==> src/rtl/ser2par_rx.sv <==
// Bit-serial to parallel frame receiver with a one-word valid/ready holding register.
// Frames of 1..DATA_WIDTH bits, MSB- or LSB-first, are right-justified; a word is dropped with sticky overflow if the register is full.
module ser2par_rx #(
    parameter  int DATA_WIDTH = 8,
    localparam int LEN_W      = $clog2(DATA_WIDTH + 1)
) (
    input  logic                  clk_i,
    input  logic                  rst_i,
    input  logic                  start_i,
    input  logic [LEN_W-1:0]      len_i,
    input  logic                  msb_first_i,
    input  logic                  bit_vld_i,
    input  logic                  ser_dat_i,
    output logic [DATA_WIDTH-1:0] par_data_o,
    output logic                  par_vld_o,
    input  logic                  par_rdy_i,
    output logic                  busy_o,
    output logic                  ovf_o,
    input  logic                  ovf_clr_i
);

    typedef enum logic {IDLE = 1'b0, RECV = 1'b1} state_t;

    state_t                state_q, state_d;
    logic [LEN_W-1:0]      len_q, cnt_q;
    logic                  msb_q;
    logic [DATA_WIDTH-1:0] acc_q, data_q;
    logic                  vld_q, ovf_q;

    logic [LEN_W-1:0]      eff_len, base_len, base_cnt;
    logic                  base_msb;
    logic [DATA_WIDTH-1:0] base_acc, word;
    logic                  capture, done, load_ok;

    // A start in the same cycle as a strobe makes that bit bit 0 of the new frame,
    // so the frame context is taken from the inputs rather than the registers.
    always_comb begin
        eff_len  = (len_i == '0 || len_i > LEN_W'(DATA_WIDTH)) ? LEN_W'(DATA_WIDTH) : len_i;
        base_len = start_i ? eff_len     : len_q;
        base_cnt = start_i ? '0          : cnt_q;
        base_msb = start_i ? msb_first_i : msb_q;
        base_acc = start_i ? '0          : acc_q;
        capture  = bit_vld_i & (start_i | (state_q == RECV));
        done     = capture & (base_cnt == base_len - LEN_W'(1));
        load_ok  = ~vld_q | par_rdy_i;
        word     = base_acc;
        if (base_msb) begin
            word = {base_acc[DATA_WIDTH-2:0], ser_dat_i};
        end else begin
            for (int i = 0; i < DATA_WIDTH; i++) begin
                if (LEN_W'(i) == base_cnt) word[i] = ser_dat_i;
            end
        end
    end

    always_ff @(posedge clk_i) begin
        if (rst_i) state_q <= IDLE;
        else       state_q <= state_d;
    end

    always_comb begin
        state_d = state_q;
        if (done)         state_d = IDLE;
        else if (start_i) state_d = RECV;
    end

    always_comb begin
        busy_o     = (state_q == RECV);
        par_vld_o  = vld_q;
        par_data_o = data_q;
        ovf_o      = ovf_q;
    end

    always_ff @(posedge clk_i) begin
        if (rst_i) begin
            len_q  <= LEN_W'(DATA_WIDTH);
            msb_q  <= 1'b0;
            cnt_q  <= '0;
            acc_q  <= '0;
            data_q <= '0;
            vld_q  <= 1'b0;
            ovf_q  <= 1'b0;
        end else begin
            if (start_i) begin
                len_q <= eff_len;
                msb_q <= msb_first_i;
            end
            if (capture) begin
                acc_q <= word;
                cnt_q <= done ? '0 : base_cnt + LEN_W'(1);
            end else if (start_i) begin
                acc_q <= '0;
                cnt_q <= '0;
            end
            if (done && load_ok) begin
                data_q <= word;
                vld_q  <= 1'b1;
            end else if (vld_q && par_rdy_i) begin
                vld_q <= 1'b0;
            end
            // Set has priority over clear.
            ovf_q <= (done & ~load_ok) | (ovf_q & ~ovf_clr_i);
        end
    end

endmodule

==> config.mk <==
export PLATFORM = sky130hd
export DESIGN_NAME = ser2par_rx
export DESIGN_NICKNAME = d
export VERILOG_FILES = /design/src/rtl/ser2par_rx.sv
export SDC_FILE = /design/constraint.sdc
export NUM_CORES = 1
export LEC_CHECK = 0
export CELL_PAD_IN_SITES_DETAIL_PLACEMENT = 0
export CELL_PAD_IN_SITES_GLOBAL_PLACEMENT = 1
export CORE_MARGIN = 2
export CORE_UTILIZATION = 40
export CTS_CLUSTER_DIAMETER = 80
export CTS_CLUSTER_SIZE = 28
export DETAILED_ROUTE_END_ITERATION = 10
export PLACE_DENSITY_LB_ADDON = 0.1
export SLEW_MARGIN = 20
export SYNTH_ARGS = -nofsm -noshare
export SYNTH_HDL_FRONTEND = slang
export SYNTH_SLANG_ARGS = --single-unit
==> constraint.sdc <==
create_clock -name clk_i -period 3.6 [get_ports clk_i]
set_clock_uncertainty 0.05 [all_clocks]
set_input_delay 0.36 -clock clk_i [delete_from_list [all_inputs] [get_ports clk_i]]
set_output_delay 0.36 -clock clk_i [all_outputs]
set_load 0.1 [all_outputs]
# Word-level counts from Yosys, hierarchy flattened
# Cells that the tools add are included.
totals:
  word_cells: 55
  register_bits: 28
  output_inout_bits: 11
  in_bits: 12
classes:
  n_mux: 19
  bitwise: 10
  order_cmp: 1
  n_eq_ne: 8
  reduce_logical: 7
  n_addsub: 2
ops:
  columns: ["op", "n"]
  rows:
  - ["$mux W8", 3]
  - ["$mux W4", 5]
  - ["$eq A3 B4 Y1 const A", 4]
  - ["$mux W1", 11]
  - ["$eq A2 B4 Y1 const A", 2]
  - ["$logic_not A4 Y1", 2]
  - ["$add A4 B1 Y4 const B", 1]
  - ["$and A1 B1 Y1", 4]
  - ["$eq A1 B4 Y1 const A", 1]
  - ["$eq A4 B4 Y1", 1]
  - ["$gt A4 B4 Y1 const B", 1]
  - ["$sub A4 B1 Y4 const B", 1]
  - ["$not A1 Y1", 3]
  - ["$or A1 B1 Y1", 3]
  - ["$logic_and A1 B1 Y1", 2]
  - ["$reduce_bool A2 Y1", 1]
  - ["$reduce_or A2 Y1", 1]
  - ["$logic_or A1 B1 Y1", 1]

# Longest topological paths before layout
logic_depth:
  word_depth: 9
  depth_mapped: 12
  depth_no_buf: 9

# Worst setup path before layout
# OpenSTA, ideal clock, no wires.
synth_timing:
  path_kind: "input to register"
  start: "input port start_i"
  end: "register data_q[2], in the netlist par_data_o[2]"
  cell_stages: 12
  setup_ns: 0.115
  path_buffers: 4
  arrival_time_ns: 2.804
  path_slack_ns: 0.631
  required_ns: 3.435
  cell_sequence: "inv_1 -> clkbuf_1 -> clkbuf_1 -> a21oi_1 -> ha_1 -> xnor2_1 -> mux2_4 -> or3_1 -> buf_2 -> buf_2 -> o21a_1 -> o21a_1"
synth_via:
  elab_chain_cells: 5
  elab_cells_between_ends: 13
  cone_classes: "1 x add/sub; 2 x eq/ne; 6 x mux; 3 x bitwise; 1 x reduce/logical"
synth_rtl:
  columns: ["element", "line_no", "text"]
  rows:
  - ["start: declaration", "9", "input logic start_i,"]
  - ["$mux W4", null, null]
  - ["$sub A4 B1 Y4", "44", "done = capture & (base_cnt == base_len - LEN_W'(1));"]
  - ["$eq A4 B4 Y1", "44", null]
  - ["$and A1 B1 Y1", "44", null]
  - ["$logic_and A1 B1 Y1", "95", "if (done && load_ok) begin"]
  - ["end signal: assignment", "96", "data_q <= word;"]
  - ["end: declaration", "27", "logic [DATA_WIDTH-1:0] acc_q, data_q;"]
# Parallel ways exist; a longest one is shown, timed or not.
# A chain may end at the register's enable or synchronous reset.

# Worst setup path after layout
layout_timing:
  start: "input port start_i"
  end: "register data_q[6], in the netlist par_data_o[6]"
# The elaborated chain is that of the path after synthesis.

==> results.json <==
{
  "htree_levels": 1,
  "synth_edf_count": 0,
  "synth.yosys.seq_area_share": 0.3438,
  "die_area_mm2": 0.004602,
  "clock_latency_ps": 270,
  "die_y_um": 67.84,
  "max_freq_mhz": 340.8,
  "synth.top_cell.area_share": 0.3438,
  "ys_async_sr_fraction": 0,
  "antenna_found_initial": 0,
  "start_kind": "primary input",
  "min_from": "par_data_o[7]",
  "grt_pass1_vias": 1450,
  "slew_headroom": 0.3415,
  "numCtsBuffers": 3,
  "r2r_start": "len_q[0]",
  "finalCritPeriodShare": 0.8151,
  "post_cts_buffers": 0,
  "yosysWarningCount": 0,
  "start_util": 0.4105,
  "numPortBuffers": 22,
  "die_w_um": 67.84,
  "startpoint": "start_i",
  "place_area_mm2": 0.001878,
  "synthAdderAreaFrac": 0.03837,
  "setup-tns-final_ps": 0,
  "synthSimpleGateAreaFrac": 0.2709,
  "r2r_slack_ps": 1140,
  "synth_top_family_by_area": "simple AND/OR/NAND/NOR gates",
  "path_clk_slew_ps": 100,
  "globalplace.congestion": 0.8277,
  "dp_cells": 257,
  "place_hpwl_mm": 2.909,
  "yosysTopAreaCell": "dfxtp_1",
  "dp_slack_ps": 371.1,
  "overflow": 0,
  "setup_ws_ps": 665.6,
  "route.antenna.remaining_nets": 0,
  "period_needed_ps": 2934,
  "cts_hold_buf": 0,
  "io_pins": 23,
  "design_area_mm2": 0.001949,
  "drt-total-wl_mm": 4.013,
  "final_common_cell": "dfxtp_1",
  "cp_max_fo": 16,
  "final_net_count": 229,
  "ys_top_cells_by_area": "dfxtp_1, o21ai_0, o211ai_1, ha_1, o21a_1",
  "synth_nets": 213,
  "synth-seq-cells": 28,
  "grt_max_degree": 21,
  "maxCapViolCount": 0,
  "hold_class": "reg -> reg",
  "post_cts_resized": 0,
  "root_buffer": "clkbuf_8",
  "crit_arrival_ps": 3100,
  "critPathRequiredTime_ps": 3760,
  "synth.distinct_cells": 40,
  "cts.sinks": 28,
  "wl_per_cell_um": 15.38,
  "areaGrowthSynthToFinish_pct": 19.57,
  "grt_pass1_wl_mm": 6.548,
  "syn_avg_cell_area_um2": 8.318,
  "synth-compound-area-share": 0.2103,
  "clockBufferDepth": 2,
  "netlist_area_mm2": 0.001630,
  "p_per_area_mw_per_mm2": 346.1,
  "diodes": 0,
  "peakVddDrop_mv": 0.1621,
  "cts_tree": "built",
  "rows": 23,
  "synth_xor_area_frac": 0.03223,
  "outcome": "complete, no violations",
  "netlist_instances": 196,
  "first_pass_iters": 4,
  "route.detailed.drc": 0,
  "drt-initial-drc-count": 58,
  "slew_viol_final": 0,
  "num_vias": 1459,
  "core_mm2": 0.003971,
  "end_kind": "flip-flop",
  "drive_gt1_frac": 0.08531,
  "synthFlopType": "dfxtp_1",
  "avgViaCountPerCell": 5.590,
  "rsz0062_at_grt": "false",
  "tightest_slew_ps": 984.7,
  "stdcell_count": 261,
  "hold_viol": 0,
  "leakagePower_nw": 0.6928,
  "track_usage": 0.1895,
  "layout_common_cells": "dfxtp_1, clkdlybuf4s50_1, o21ai_0",
  "total_power_uw": 674.7,
  "path_class": "in -> reg",
  "setup_viol_count_final": 0,
  "synthMuxAreaShare": 0.05526
}
==> synth_stat cells (all sizes together), types with 2 or more instances <==
cell / count
inv: 4
a21oi: 8
xor2: 3
o21ai: 16
mux2i: 3
nand3b: 4
nor2: 11
nand2b: 5
xnor2: 3
a31oi: 3
buf: 5
nand2: 9
nand3: 11
o21a: 8
nor3: 9
nor3b: 2
nor2b: 6
mux2: 5
dfxtp: 28
or3: 6
ha: 5
or3b: 3
clkbuf: 10
o211ai: 9
a221o: 3
and2: 7
==> final timing paths <==
| check | to | depth (start not counted) |
|---|---|---|
| worst max-delay path | par_data_o[6] | 10 |
| worst min-delay path | par_data_o[7] | 2 |
| worst max register to register | par_data_o[6] | 7 |
| worst min register to register | par_data_o[7] | 2 |
==> cells by family after synthesis <==
group	after synthesis
flops	28
simple gates	78
buf+inv	19
mux	8
fa+ha+maj	5
xor+xnor	6
compound gates	52
==> per-layer routing <==
layer  GRT usage  routed length, µm  vias to the layer above
li1            -                  -                      735
met1      0.2217               1761                      693
met2      0.3444               2056                       23
met3     0.02138                100                        8
met4     0.08750                 95                        0
met5           0                  0                        -
==> stage by stage <==
step	hold slack, ps	util
floorplan	434.7	-
finish	428.3	0.4909
CTS	431.8	0.4909
detailed placement	419.7	0.4729
global placement	412.7	0.4729
global route	457.7	0.4909
==> registers in the layout (all words and copies together) (netlist names) <==
name,flops
busy_o,1
len_q,4
cnt_q,4
par_vld_o,1
par_data_o,8
acc_q,8
msb_q,1
ovf_o,1
==> layout make-up <==
| class | instances | area [µm²] |
|---|---|---|
| Fill cell | 398 | 2022 |
| Sequential cell | 28 | 560.5 |
| Multi-Input combinational cell | 149 | 989.7 |
| Clock inverter | 1 | 30.03 |
| Tap cell | 50 | 62.56 |
| Timing Repair Buffer | 26 | 250.2 |
| Clock buffer | 3 | 41.29 |
| Inverter | 4 | 15.01 |
==> power by group <==
part	internal, mW	switching [mW]
Sequential	0.316	0.00690
Clock	0.149	0.101
Combinational	0.0412	0.0603
Total	0.506	0.169
==> worst max-delay path, cell delays in order <==
cell and delay, ps:
clkdlybuf4s50_1 520, inv_1 100, nor3b_1 220, a21oi_1 80, ha_1 220, xnor2_1 200, mux2_4 330, or3_1 540
or3_1 400, a21oi_1 130
(Power assumes the default switching activity.)
